## src/rtl/kmbox_spi_master.sv

```systemverilog
// kmbox_spi_master
// SPI mode-0 master that sends one 64-bit KMBox packet MSB-first per accepted
// word and returns the 64 bits captured on MISO during the same transaction.
//
// Handshake: a word is accepted on any clk edge where tx_valid && tx_ready.
// tx_ready is high only while idle; tx_valid/tx_data are ignored while busy.
// rx_valid is a one-cycle pulse with no back-pressure: rx_data is updated on
// that pulse and then holds until the next completed transaction.
module kmbox_spi_master #(
    parameter int CLK_DIV  = 2,
    parameter int CS_SETUP = 2,
    parameter int CS_HOLD  = 2,
    parameter int CS_GAP   = 4
) (
    input  logic        clk,
    input  logic        rst_n,
    input  logic [63:0] tx_data,
    input  logic        tx_valid,
    output logic        tx_ready,
    output logic [63:0] rx_data,
    output logic        rx_valid,
    output logic        spi_sck,
    output logic        spi_cs_n,
    output logic        spi_mosi,
    input  logic        spi_miso
);

    localparam int PH_W    = $clog2(CLK_DIV);
    localparam int CNT_MAX = (CS_SETUP > CS_HOLD)
                           ? ((CS_SETUP > CS_GAP) ? CS_SETUP : CS_GAP)
                           : ((CS_HOLD > CS_GAP) ? CS_HOLD : CS_GAP);
    localparam int CNT_W   = $clog2(CNT_MAX + 1);

    localparam logic [PH_W-1:0]  PH_LAST    = PH_W'(CLK_DIV - 1);
    localparam logic [CNT_W-1:0] SETUP_LAST = CNT_W'(CS_SETUP - 1);
    localparam logic [CNT_W-1:0] HOLD_LAST  = CNT_W'(CS_HOLD - 1);
    localparam logic [CNT_W-1:0] GAP_LAST   = CNT_W'(CS_GAP - 1);

    typedef enum logic [2:0] {
        ST_IDLE,
        ST_SETUP,
        ST_SHIFT,
        ST_HOLD,
        ST_GAP
    } state_t;

    state_t            state;
    logic [62:0]       tx_sh;    // bits still to send after the one on MOSI
    logic [63:0]       rx_sh;
    logic [6:0]        bit_cnt;  // falling edges seen, 0..64
    logic [PH_W-1:0]   ph_cnt;   // clk cycles into the current SCK half-period
    logic [CNT_W-1:0]  cnt;      // cycle counter for SETUP / HOLD / GAP
    logic              miso_q;

    // Single input register on MISO; the slave only changes it on falling
    // edges, so it is long stable by the time the high phase ends.
    always_ff @(posedge clk or negedge rst_n) begin
        if (!rst_n) begin
            miso_q <= 1'b0;
        end else begin
            miso_q <= spi_miso;
        end
    end

    // Transaction FSM; every SPI and handshake output is a register here.
    always_ff @(posedge clk or negedge rst_n) begin
        if (!rst_n) begin
            state    <= ST_IDLE;
            tx_sh    <= '0;
            rx_sh    <= '0;
            bit_cnt  <= '0;
            ph_cnt   <= '0;
            cnt      <= '0;
            tx_ready <= 1'b0;
            rx_data  <= '0;
            rx_valid <= 1'b0;
            spi_sck  <= 1'b0;
            spi_cs_n <= 1'b1;
            spi_mosi <= 1'b0;
        end else begin
            rx_valid <= 1'b0;
            case (state)
                ST_IDLE: begin
                    if (tx_valid && tx_ready) begin
                        tx_sh    <= tx_data[62:0];
                        spi_mosi <= tx_data[63];
                        rx_sh    <= '0;
                        spi_cs_n <= 1'b0;
                        tx_ready <= 1'b0;
                        cnt      <= '0;
                        state    <= ST_SETUP;
                    end else begin
                        tx_ready <= 1'b1;
                    end
                end

                ST_SETUP: begin
                    if (cnt == SETUP_LAST) begin
                        cnt     <= '0;
                        ph_cnt  <= '0;
                        bit_cnt <= '0;
                        spi_sck <= 1'b1;
                        state   <= ST_SHIFT;
                    end else begin
                        cnt <= cnt + 1'b1;
                    end
                end

                ST_SHIFT: begin
                    if (ph_cnt != PH_LAST) begin
                        ph_cnt <= ph_cnt + 1'b1;
                    end else begin
                        ph_cnt <= '0;
                        if (spi_sck) begin
                            // End of a high phase: sample, then fall.
                            rx_sh   <= {rx_sh[62:0], miso_q};
                            spi_sck <= 1'b0;
                            bit_cnt <= bit_cnt + 1'b1;
                            if (bit_cnt != 7'd63) begin
                                spi_mosi <= tx_sh[62];
                                tx_sh    <= {tx_sh[61:0], 1'b0};
                            end
                        end else if (bit_cnt == 7'd64) begin
                            // 64th low phase finished; MOSI keeps bit 0.
                            cnt   <= '0;
                            state <= ST_HOLD;
                        end else begin
                            spi_sck <= 1'b1;
                        end
                    end
                end

                ST_HOLD: begin
                    if (cnt == HOLD_LAST) begin
                        cnt      <= '0;
                        spi_cs_n <= 1'b1;
                        spi_mosi <= 1'b0;
                        rx_data  <= rx_sh;
                        rx_valid <= 1'b1;
                        state    <= ST_GAP;
                    end else begin
                        cnt <= cnt + 1'b1;
                    end
                end

                ST_GAP: begin
                    if (cnt == GAP_LAST) begin
                        cnt      <= '0;
                        tx_ready <= 1'b1;
                        state    <= ST_IDLE;
                    end else begin
                        cnt <= cnt + 1'b1;
                    end
                end

                default: begin
                    state <= ST_IDLE;
                end
            endcase
        end
    end

endmodule

```

## config.mk

```make
export PLATFORM = sky130hd
export DESIGN_NAME = kmbox_spi_master
export DESIGN_NICKNAME = d
export VERILOG_FILES = /design/src/rtl/kmbox_spi_master.sv
export SDC_FILE = /design/constraint.sdc
export NUM_CORES = 1
export LEC_CHECK = 0
export ABC_AREA = 1
export CORE_ASPECT_RATIO = 1.2
export CORE_MARGIN = 4
export CORE_UTILIZATION = 35
export CTS_BUF_LIST = sky130_fd_sc_hd__clkbuf_16
export DETAILED_ROUTE_END_ITERATION = 8
export GPL_ROUTABILITY_DRIVEN = 0
export PLACE_DENSITY = 0.58
export SYNTH_ARGS = -nofsm -noshare
export SYNTH_HDL_FRONTEND = slang
export SYNTH_SLANG_ARGS = --single-unit
```

## constraint.sdc

```tcl
create_clock -name clk -period 3.5 [get_ports clk]
set_input_delay 0.875 -clock clk [delete_from_list [all_inputs] [get_ports clk]]
set_output_delay 0.875 -clock clk [all_outputs]
set_load 0.01 [all_outputs]
```

# --- Word-level counts from Yosys, hierarchy flattened ---
# Index checks and enable logic that the tools add are counted.
word_totals:
  rom_bits: 0
  latch_bits: 0
  elab_cells: 101
  ram_bits: 0
  output_inout_bits: 69
  mem_count: 0
  ff_bits: 211
op_classes:
  magnitude_cmp: 0
  n_addsub: 3
  mul: 0
  shift: 0
  reduce_logical: 20
  n_div: 0
  eq_ne: 17
  n_mux: 48
  n_bitwise: 0
op_table:
  columns: ["operator", "n"]
  rows:
  - ["2-to-1 mux 63 bit", 4]
  - ["2-to-1 mux 64 bit", 3]
  - ["one-hot mux 64 bit (2 select lines)", 1]
  - ["one-hot mux 63 bit (2 select lines)", 1]
  - ["2-to-1 mux 3 bit", 13]
  - ["2-to-1 mux 7 bit", 3]
  - ["!= test 2 bit (second input constant)", 9]
  - ["2-to-1 mux 1 bit", 15]
  - ["one-hot mux 3 bit (5 select lines)", 1]
  - ["one-hot mux 7 bit (2 select lines)", 1]
  - ["one-hot mux 3 bit (4 select lines)", 1]
  - ["AND reduction 5 bit", 2]
  - ["== test 3 x 2 -> 1 bit (second input constant)", 3]
  - ["one-hot mux 1 bit (2 select lines)", 4]
  - ["AND reduction 4 bit", 2]
  - ["nonzero test 2 bit", 4]
  - ["adder 7 x 1 -> 7 bit (second input constant)", 1]
  - ["== test 7 bit (second input constant)", 1]
  - ["!= test 7 x 6 -> 1 bit (second input constant)", 1]
  - ["AND reduction 7 bit", 1]
  - ["== test 3 x 1 -> 1 bit (second input constant)", 2]
  - ["AND reduction 2 bit", 3]
  - ["AND reduction 3 bit", 2]
  - ["AND reduction 6 bit", 1]
  - ["other kinds (9)", 9]

# --- Logic depth before layout (Yosys ltp) ---
# Gate-level depths: netlist (run 1).
logic_depth:
  ltp_word: 5
  ltp_mapped: 10

# --- Worst setup path after synthesis (run 1) ---
# Ideal clock, no wire load.
synth_path:
  path_type: "input to register"
  startpoint: "in tx_valid"
  endpoint: "reg tx_sh[10]"
  required_time_ps: 3383
  cell_stages: 9
  slack_ps: 1707
  n_path_buf: 2
  arrival_ps: 1676
  setup_time_ps: 117
  cell_sequence: "nand2_1 -> nand3_2 -> nand2_2 -> nor2_2 -> buf_6 -> nand2_4 -> buf_6 -> nand2_1 -> nand2_1"
synth_via:
  elab_chain_len: 3
synth_rtl:
  columns: ["element", "line", "rtl"]
  rows:
  - ["from (decl)", "18", "input logic tx_valid,"]
  - ["logical AND 1 bit", "84", "if (tx_valid && tx_ready) begin"]
  - ["!= test 2 bit (no line)", null, null]
  - ["AND reduction 5 bit (no line)", null, null]
  - ["to (signal assigned)", "85", "tx_sh <= tx_data[62:0];"]
  - ["to (signal assigned)", "121", "tx_sh <= {tx_sh[61:0], 1'b0};"]
  - ["to (decl)", "48", "logic [62:0] tx_sh;"]
# No other way between the ends.
# A chain may end at the register's enable or synchronous reset.

# --- Worst setup path after layout (run 1) ---
layout_path:
  startpoint: "reg spi_cs_n"
  endpoint: "out spi_cs_n"
layout_lines:
  columns: ["element", "line", "rtl"]
  rows:
  - ["from (decl)", "23", "output logic spi_cs_n,"]
  - ["from (signal assigned)", "78", "spi_cs_n <= 1'b1;"]
  - ["from (signal assigned)", "88", "spi_cs_n <= 1'b0;"]
  - ["from (signal assigned)", "136", "spi_cs_n <= 1'b1;"]
# No word-level cell between the ends.

==> results of run 1 <==
-- flip-flops by register name, summed over array words and instances (netlist names), 3 cells and up --
register / flops
state: 3
rx_data: 64
bit_cnt: 7
cnt: 3
tx_sh: 63
rx_sh: 64
-- layer usage --
layer / GRT usage, % / vias up / wire, µm
met5: 0 / - / 0
met4: 3.61 / 0 / 335
met3: 2.92 / 29 / 1230
met2: 23.0 / 168 / 9440
met1: 19.5 / 3426 / 9880
li1: - / 3772 / -
-- worst max path at each step --
stage | end | slack [ps] | depth (start not counted)
floorplan | tx_sh[10] | 1710 | 9
global placement | rx_sh[54] | 690 | 8
detailed placement | rx_sh[44] | 650 | 8
CTS | spi_cs_n | 970 | 1
global route | tx_sh[26] | 900 | 8
finish | spi_cs_n | 1010 | 1
-- cells in the final DEF, fill, tap and decap left out, types with 2 or more instances in the layout --
| master | instances |
|---|---|
| sky130_fd_sc_hd__inv_1 | 92 |
| sky130_fd_sc_hd__nor2_1 | 12 |
| sky130_fd_sc_hd__a21oi_1 | 3 |
| sky130_fd_sc_hd__buf_12 | 4 |
| sky130_fd_sc_hd__nand2_4 | 2 |
| sky130_fd_sc_hd__nand2_2 | 3 |
| sky130_fd_sc_hd__dfrtp_1 | 210 |
| sky130_fd_sc_hd__nor2_4 | 2 |
| sky130_fd_sc_hd__nand3_1 | 148 |
| sky130_fd_sc_hd__ha_1 | 6 |
| sky130_fd_sc_hd__nand2_1 | 432 |
| sky130_fd_sc_hd__o21ai_0 | 69 |
| sky130_fd_sc_hd__clkdlybuf4s50_1 | 135 |
| sky130_fd_sc_hd__xor2_1 | 2 |
| sky130_fd_sc_hd__clkbuf_16 | 25 |
| sky130_fd_sc_hd__clkinv_2 | 2 |
| sky130_fd_sc_hd__o211ai_1 | 2 |
| sky130_fd_sc_hd__buf_4 | 7 |
| sky130_fd_sc_hd__clkinv_1 | 5 |
| sky130_fd_sc_hd__o21ai_1 | 66 |
-- power by group through the flow --
stage / sequential [mW] / combinational, mW / clock [mW]
final: 2.45 / 0.139 / 2.30
after global routing: 2.45 / 0.157 / 2.50
after CTS: 2.45 / 0.146 / 2.39
after detailed placement: 2.50 / 0.145 / 0
after global placement: 2.50 / 0.146 / 0
after floorplan: 2.50 / 0.00688 / 0
-- layout make-up --
type                       count  area share, %
sequential                   211           45.6
multi-input combinational    755           28.9
clock inverter                14          0.734
inverter                      88           2.87
clock buffer                  25           5.40
tap                          335           3.62
timing repair buffer         147           12.9
-- worst register-to-register path: cells and delay by family, from the launching register on --
family                 cells  cell delay, ps
DFF                        1             530
and+or+nand+nor            6             910
buffers and inverters      2             810
-- per-stage QoR --
stage	setup WS [ps]	area [µm²]
2_1_floorplan	1710	9360
3_3_place_gp	690	10900
3_5_place_dp	647	10900
4_1_cts	974	11600
5_1_grt	902	11600
6_report	1010	11600
-- logic make-up after synthesis --
group,after synthesis,share of synthesized area [%]
DFF,211,56.4
adders and majority gates,6,0.802
and+or+nand+nor,605,26.9
AOI/OAI and AO/OA,142,7.70
buffers and inverters,158,7.93
xor gates and xnor gates,2,0.187
==> results.md, run 1 <==
* Run status: finished clean
* First-pass iteration count of the detailed router at 4
* Post-route total power at around 4.9 mW
* Time the final worst path needs with I/O delays and setup at 2490 ps
* Internal power at a little under 4 mW
* Post-synthesis cell area at a little over 9000 µm²
* Worst hold path class: input pin to asynchronous set/reset pin
* Type of destination of the critical path: output pin
* Vias in the first global route at between 7,000 and 8,000
* Most used standard cells in the synthesized netlist: sky130_fd_sc_hd__nand2_1 (434), sky130_fd_sc_hd__dfrtp_1 (210), sky130_fd_sc_hd__nand3_1 (148)
* Area of the multi-input gates at 3350 µm²
* Max capacitance violation total at 0
* Starting utilization of the core area at a little over a third
* Final max-slew violation count at 0
* Crit Path Class: flop to output pin
* WHS at between 300 and 400 ps
* CP top delay family: buffers and inverters
* Number of standard cells in the layout, taps in and fillers out at ~1,600
* Total power divided by cell area at around 420 nW/µm²
* Post-synth top flop: sky130_fd_sc_hd__dfrtp_1
* Worst-case reg-to-reg path depth at 8
* Post-DP HPWL at around 13,000 µm
* Number of synthesis warnings at 0
* Port Buf Inserts at between 100 and 150
* Setup violations, final at 0
* Via count at 7,395
* DRC at 0
* Clock buffers created by TritonCTS at 24
* Number of DRC violations after detailed-routing iteration 0 at 325
* TritonCTS clock tree: built
* Kind of start point of the critical path: flop
* Reg area at ~5300 µm²
* Capture instance of the worst register-to-register path: tx_sh[16]
* Max transition margin at about two fifths
* Pin count of the biggest net entering global routing at around 190
* Async SR Flop Fraction at 100%
* CP cell instances: clkdlybuf4s50_1
* Die Ht at between 150 and 200 µm
* Total number of nets in the final design at 1,301
* Part of the total power dissipated in sequential elements at between 50% and 60%
* Total Negative Setup Slacks at 0 ps
* RSZ-0062 raised after global routing: false
* Seq cells post-synth at ~210
* Die Footprint at a little under 30,000 µm²
* Area delta synth->final at 23.9%
* Post-Place Cells at ~1,500
* Number of top-level design ports at 137
* CTS clock-pin slew for the worst setup and hold paths at 60 ps
* Worst slew pin tran at 930 ps
* Site row count at 65
* Post-Route Skew at 8.88 ps
* Worst R2R Setup Slack at roughly 1200 ps
* Clock group share of total power at between 40% and 50%
* Number of enable flip-flop cells after synthesis at 0
* Share of layout cells above drive strength 1 at between 4 and 5%
* CTS Hold Buffers Added at 0
* CTS H-tree depth at 1
* Ranking of synthesized cells by area: sky130_fd_sc_hd__dfrtp_1 (56%), sky130_fd_sc_hd__nand2_1 (17%), sky130_fd_sc_hd__nand3_1 (7.9%), sky130_fd_sc_hd__o21ai_0 (3.7%), sky130_fd_sc_hd__o21ai_1 (3.5%)
* Switching power of the nets at between 1 and 1.5 mW
* Mean routed wirelength per cell at roughly 13 µm
* Required arrival time at the worst endpoint at 2620 ps
* Finished Core Util at roughly 44%
* Hold Violations, Final at 0
* Inserted Diodes at 0
* Buffers from clock root to sink, at most at 3
* Count of buffers added by post-CTS timing repair for setup at 0
* Count of antenna-violating nets left after detailed routing at 0
* Wire length of the first global-routing pass at roughly 36,000 µm
* Worst flop-to-flop path startpoint: state[2]
* Number of sinks on the clock net at between 200 and 250
* Wire length after detailed routing at 20,900 µm
* Number of nets produced by synthesis at ~1,200
* Static leakage power at 5.87 nW
* Filler Cells Inserted at approximately 2,600
* Leading cell type by number of instances after synthesis: sky130_fd_sc_hd__nand2_1
* Final Cycle Share at 71.0%
* Number of different library cells in the post-synthesis netlist at 31
* Top-area cell type share of the netlist area at around 56%
* Worst supply voltage drop on vdd at between 0.2 and 0.25 mV
* Post-Syn Instances at around 1,100
* Via-per-instance ratio at around 4.7
* Clock root buffer: sky130_fd_sc_hd__clkbuf_16
* GRT Overall Usage at between 10% and 20%
* Start point of the critical path: spi_cs_n
* Antenna violations before repair at 0
* Core ar. at between 20,000 and 30,000 µm²
* Arrival time worst endpoint at about 1600 ps
* Average instance area after synthesis at roughly 8.3 µm²
* Combinational group share of total power at 2.8%
* Delay contributed by the slowest stage of the critical path at approximately 600 ps
* Die span in x at ~160 µm
* Maximum operating frequency at 0.402 GHz
* Slowest cell on crit path: sky130_fd_sc_hd__clkdlybuf4s50_1
* Largest fanout on the critical path at 2
* Post-synthesis cell type with the largest combined area: sky130_fd_sc_hd__dfrtp_1
* Fraction of power spent switching nets at a little over a fifth
* GR Overflow Total at 0
* PostCTS Resize Cnt at 0
* Number of buffers and inverters on the critical path at 1
* Register area share after synthesis at 56.4%
* Worst skew pair latency at approximately 500 ps
No activity file was read; power rests on OpenSTA's default activity.
==> run 2, diff against run 1 <==
Settings changed: PLACE_DENSITY 0.58 to 0.6.
Clock period 3.5 ns to 2.04 ns, I/O delays scaled along.
==> run 2 against run 1 <==
Effect of this change: register-to-register slack got worse by 970 ps; first-iteration DRC count rose by 30%; wire length rose by 1.3%; flip-flop and latch count did not move; clock-buffer cell count fell by 2; cell count rose by 1.7%; highest routed layer is now met5.
==> results.md, run 2 (synthesized netlist as in run 1, its figures left out) <==
* Run status: finished clean
* DRC at 0 (unchanged)
* Largest registers: rx_data (64), rx_sh (64), tx_sh (63)
* Hold Violations, Final at 0 (unchanged)
* Total number of nets in the final design at 1,325 (+1.8%)
* Starting utilization of the core area at 35.5% (unchanged)
* Number of sinks on the clock net at 211 (unchanged)
* Fin worst setup slack at 86.4 ps (-928 ps)
* Die Ht at 187 µm (unchanged)
* Antenna violations before repair at 1 (+1)
* Slowest cell on crit path: sky130_fd_sc_hd__clkdlybuf4s50_1
* RSZ-0062 raised after global routing: false
* Post-DP HPWL at 13,900 µm (+6.3%)
* Share of layout cells above drive strength 1 at 6.39% (+2.0 points)
* Worst skew pair latency at 510 ps (about the same)
* Setup WS pre-CTS at -36.3 ps (-684 ps)
* Crit Path Class: flop to output pin
* Post-Place Cells at 1,560 (+1.6%)
* Via count at 7,545 (+2.0%)
* Kind of start point of the critical path: flop
* Mean routed wirelength per cell at 13.2 µm (-0.37%)
* Static leakage power at 6.09 nW (+3.7%)
* Setup violations, final at 0 (unchanged)
* Area delta synth->final at 28.6%
* Pin count of the biggest net entering global routing at 65 (-66%)
* Worst hold path class: input pin to flop
* Type of destination of the critical path: output pin
* Die Footprint at 29,400 µm² (unchanged)
* Number of buffers and inverters on the critical path at 1 (unchanged)
* CP cell instances: clkdlybuf4s50_1
* Clock buffers created by TritonCTS at 23 (-4.2%)
* TritonCTS clock tree: built
* End of the worst hold path: miso_q
* Core ar. at 26,400 µm² (unchanged)
* Maximum operating frequency at between 0.5 and 0.6 GHz
* Arrival time worst endpoint at 1440 ps (-170 ps)
* CTS clock-pin slew for the worst setup and hold paths at 60 ps (about the same)
* Port Buf Inserts at 136 (unchanged)
* Max capacitance violation total at 0 (unchanged)
* Number of standard cells in the layout, taps in and fillers out at 1,602 (+1.7%)
* Instance count along the most critical hold path at 1
* CP top delay family: buffers and inverters
* First-pass iteration count of the detailed router at 5 (+1)
* Via-per-instance ratio at 4.71 (+0.31%)
* GRT Overall Usage at 14.2% (-0.035 points)
* GR Overflow Total at 0 (unchanged)
* Required arrival time at the worst endpoint at 1530 ps (-1090 ps)
* Worst supply voltage drop on vdd at 0.410 mV (+93%)
* Worst hold path startpoint: spi_miso
* CTS H-tree depth at 1 (unchanged)
* Final Cycle Share at about 96%
* Inserted Diodes at 0 (unchanged)
* Delay contributed by the slowest stage of the critical path at 550 ps (-40 ps)
* Site row count at 65 (unchanged)
* Filler Cells Inserted at 2,646 (+0.92%)
* Total power divided by cell area at 723 nW/µm² (+71%)
* Start point of the critical path: rx_data[40]
* Post-route total power at 8.71 mW (+78%)
* Post-Route Skew at 18.0 ps (+9.16 ps)
* Vias in the first global route at 7,325 (-1.3%)
* Die span in x at 157 µm (unchanged)
* Total Negative Setup Slacks at 0 ps (unchanged)
* Buffers from clock root to sink, at most at 3 (unchanged)
* Number of DRC violations after detailed-routing iteration 0 at 421 (+30%)
* Commonest non-fill, non-tap cells in the layout: sky130_fd_sc_hd__nand2_1 (432), sky130_fd_sc_hd__dfrtp_1 (210), sky130_fd_sc_hd__nand3_1 (148)
* Worst-case reg-to-reg path depth at 6 (-2)
* Wire length of the first global-routing pass at 35,800 µm (-0.52%)
* Time the final worst path needs with I/O delays and setup at between 1500 and 2000 ps
* Worst flop-to-flop path startpoint: cnt[0]
* Count of antenna-violating nets left after detailed routing at 0 (unchanged)
* Capture instance of the worst register-to-register path: rx_data[8]
* Largest fanout on the critical path at 2 (unchanged)
* Worst R2R Setup Slack at 230 ps (-970 ps)
* Worst slew pin tran at 444 ps (-486 ps)
* Final max-slew violation count at 0 (unchanged)
* Max transition margin at 70.4% (+32 points)
* Wire length after detailed routing at 21,200 µm (+1.3%)
* Most common library cell in the layout ignoring fill and taps: sky130_fd_sc_hd__nand2_1
* Clock root buffer: sky130_fd_sc_hd__clkbuf_16
* Number of top-level design ports at 137 (unchanged)
==> run 2: cell types whose count changed in the layout (fill, tap and decap cells not counted), sizes merged <==
| cell | change |
|---|---|
| clkinv | +3 |
| buf | +24 |
| dlygate4sd2 | +2 |
| clkdlybuf4s50 | -3 |
| inv | -2 |
| clkbuf | -2 |
| dlygate4sd3 | +1 |
| dlymetal6s2s | +1 |
| bufinv | +3 |
==> run 2: repair_timing <==
item	CTS	global route
buffers inserted	0	0
endpoints found under the hold margin	44	0
resized for setup	2	1
hold buffers	1	0
setup endpoints to repair	2	1
==> run 2: through the flow <==
stage                     hold slack, ps  utilization, %  instance area [µm²]
after floorplan                      214               -                 9360
after global routing                 444            45.7                12000
after global placement               453            42.7                11300
after CTS                            430            45.7                12000
after detailed placement             454            42.7                11300
final                                447            45.7                12000
==> run 2: area by class of cell <==
| type | count | area, µm² | share of cell area [%] |
|---|---|---|---|
| Tap cell | 335 | 419 | 3.48 |
| Clock buffer | 23 | 576 | 4.78 |
| Clock inverter | 18 | 189 | 1.57 |
| Inverter | 88 | 333 | 2.77 |
| Sequential cell | 211 | 5280 | 43.9 |
| Timing Repair Buffer | 172 | 1890 | 15.7 |
| Multi-Input combinational cell | 755 | 3350 | 27.8 |
==> run 2: report_power, final <==
group,internal [mW],switching [mW]
Clock,2.56,1.70
Sequential,4.20,0.00640
Combinational,0.134,0.116
Total,6.89,1.82
==> run 2: worst max path at each step <==
stage / slack [ps] / to / cells past startpoint
after global placement: 9 / rx_sh[48] / 9
after floorplan: 520 / tx_sh[10] / 7
after detailed placement: -40 / rx_sh[43] / 9
after CTS: 30 / spi_mosi / 1
after global routing: 30 / rx_data[38] / 1
final: 90 / rx_data[40] / 1
==> run 2: layer usage <==
metal | vias to the layer above | global-route usage (%) | share of wire, %
li1 | 3823 | - | -
met1 | 3529 | 20.6 | 47
met2 | 166 | 22.2 | 46
met3 | 25 | 2.55 | 5.8
met4 | 2 | 3.11 | 1.2
met5 | - | 0 | 0.057
==> RTL edit: new RTL, flow settings as in run 2 <==
One comparison of `bit_cnt` changes from == to >=.
--- a/src/rtl/kmbox_spi_master.sv
+++ b/src/rtl/kmbox_spi_master.sv
@@ -121,5 +121,5 @@
                                 tx_sh    <= {tx_sh[61:0], 1'b0};
                             end
-                        end else if (bit_cnt == 7'd64) begin
+                        end else if (bit_cnt >= 7'd64) begin
                             // 64th low phase finished; MOSI keeps bit 0.
                             cnt   <= '0;
Behaviour: no difference found for any inputs over 10 cycles, from zero or initial values and one cycle with rst_n low; that may be too few to reach the edited logic, so the function may still have changed.
==> RTL edit against run 2 <==
  * Sequential cell count unchanged
  * Non-clock buffer count down 11
  * Area after synthesis shrank 5.4%
  * Worst setup slack gained 0.0028 ns
  * Total power shrank 4.5%
  * Die area decreased by 5.2%
  * Synthesized cell count fell by 7.3%
  * Count of clock-buffer cells in the layout stayed put
  * Critical path depth stayed put
  * Final cell count fell by 5.9%
  * Sequential power barely moved
  * Design area down 5.6%
  * Wire length shrank 6.6%
  * Maximum frequency up 0.15%
  * Critical path type unchanged
  * Highest routed layer is now met4
==> RTL edit: results (changes against run 2) <==
stage,metric,value,unit,change
outcome,outcome,completed,,
worst_hold_path,HP Class,reg -> reg,,
critical_path,internal reg-to-reg setup slack,0.22,ns,
clocking,root buffer cell,clkbuf_16,,
clocking,TritonCTS Buffers,22,,-4.3%
logic_synthesis,Synthesized Nets,1115,,-6.9%
global_routing,first-pass GRT wire length,34100,µm,-4.7%
global_routing,vias in the first global route,6936,,-5.3%
drt,TritonRoute pass-1 iters,4,,-1
clocking,clock latency on the worst-skew pair,0.49,ns,-0.02 ns
power,Leak,5.90,nW,-3.0%
critical_path,"slowest stage delay, CP",0.56,ns,
logic_synthesis,Post-synth ARST share,1.00,,unchanged
drt,vias per cell,4.62,,-1.8%
logic_synthesis,Post-synth top flop,dfrtp_1,,
critical_path,R2R Path Start,bit_cnt[0]$_DFFE_PN0P_,,
sta,Worst Skew,0.00845,ns,-0.00959 ns
global_routing,pin count of the biggest net entering global routing,69,,+6.2%
global_routing,met3 GRT Util,0.0237,,-0.00174
placed_design,IO Port Bufs,136,,unchanged
logic_synthesis,Cell variety after synth,25,,-19%
logic_synthesis,synth top area cells,"dfrtp_1 59%, nand2_1 21%, o22ai_1 4.5%, o21ai_0 4.4%, inv_1 3.5%",,
global_routing,antenna violations before repair,0,,-1
finish,share of layout cells above drive strength 1,0.0600,,-0.00391
global_routing,M1 GR Usage,0.201,,-0.00452
critical_path,Worst Setup SP,spi_mosi$_DFFE_PN0P_,,
critical_path,Crit Path Max Fanout,2,,unchanged
worst_hold_path,HP Start,tx_sh[53]$_DFFE_PN0P_,,
power,Max VDD drop,0.000329,V,-20%
global_routing,global-route track usage on met2,0.229,,+0.00696
critical_path,Worst Path Arrival,1.44,ns,about the same
logic_synthesis,register area share after synthesis,0.597,,+0.0325
finish,Final nets,1243,,-6.2%
logic_synthesis,Syn. warnings,0,,unchanged
global_routing,Global Route Usage Sum,0.141,,-0.000198
finish,Diodes inserted,0,,unchanged
finish,largest registers,"rx_data: 64 flops, rx_sh: 64 flops, tx_sh: 63 flops",,
critical_path,CP max stage cell,clkdlybuf4s50_1,,
sta,Worst Tran Pin Value,0.422,ns,-0.0216 ns
drt,overall routed net length,19800,µm,-6.6%
critical_path,family with the most delay on the worst path,buffers and inverters,,
drt,initial drt markers,404,,-4.0%
clocking,H-Tree Depth,1,,unchanged
placed_design,Final HPWL DP,13000,µm,-6.0%
logic_synthesis,Post-synth top cells,"490 x nand2_1, 210 x dfrtp_1, 83 x inv_1, 78 x o21ai_0, 63 x o22ai_1",,
clocking,"Reg clk slew, reported paths",0.06,ns,about the same
clocking,CTS max path bufs,3,,unchanged
==> RTL edit: logic make-up after synthesis <==
group                    Yosys count  share of synthesized area
AND/OR/NAND/NOR                  535                      0.234
XOR/XNOR                           1                   0.000990
buffers and inverters            143                     0.0682
AO/OA/AOI/OAI                    147                     0.0926
flip-flops                       211                      0.597
adder cells (fa/ha/maj)            5                    0.00707
==> RTL edit: routing by layer <==
metal / vias up / part of all wire
li1: 3520 / -
met1: 3262 / 0.48
met2: 174 / 0.46
met3: 18 / 0.049
met4: 0 / 0.014
met5: - / 0
==> RTL edit: through the flow <==
step	area [µm²]	power (mW)	hold WS, ns	setup slack, ns	std cells
after floorplan	8850	4.29	0.214	0.496	1042
after global placement	10700	4.53	0.456	0.108	1469
after detailed placement	10700	4.53	0.459	0.0661	1469
after CTS	11400	8.48	0.466	0.0226	1507
after global routing	11400	8.65	0.469	0.0188	1508
final	11400	8.31	0.471	0.0892	1508
==> RTL edit: repair_timing <==
item / 4_1_cts / 5_1_grt
buffers inserted: 0 / 1
endpoints found under the setup margin: 1 / 14
hold buffers: 1 / 0
hold endpoints to repair: 35 / 0
resized for setup: 1 / 1
==> RTL edit: path summary, 6_finish.rpt <==
| kind | endpoint | depth (start not counted) |
|---|---|---|
| setup reg to reg | tx_sh[39]$_DFFE_PN0P_ | 9 |
| hold / removal | tx_sh[53]$_DFFE_PN0P_ | 2 |
| setup / recovery | spi_mosi | 1 |
| hold reg to reg | tx_sh[53]$_DFFE_PN0P_ | 2 |
| min in group asynchronous | rx_data[56]$_DFFE_PN0P_ | 2 |
| max in group asynchronous | rx_sh[38]$_DFFE_PN0P_ | 3 |
==> RTL edit: report_power, final <==
part	switching, mW	internal, mW
Combinational	0.117	0.131
Clock	1.59	2.27
Sequential	0.00315	4.20
==> RTL edit: area by class of cell <==
| class | instances | area (µm²) |
|---|---|---|
| fill | 2437 | 13500 |
| sequential | 211 | 5280 |
| tap | 325 | 407 |
| inverter | 86 | 323 |
| clock inverter | 14 | 111 |
| timing repair buffer | 161 | 1680 |
| multi-input combinational | 688 | 2990 |
| clock buffer | 23 | 576 |
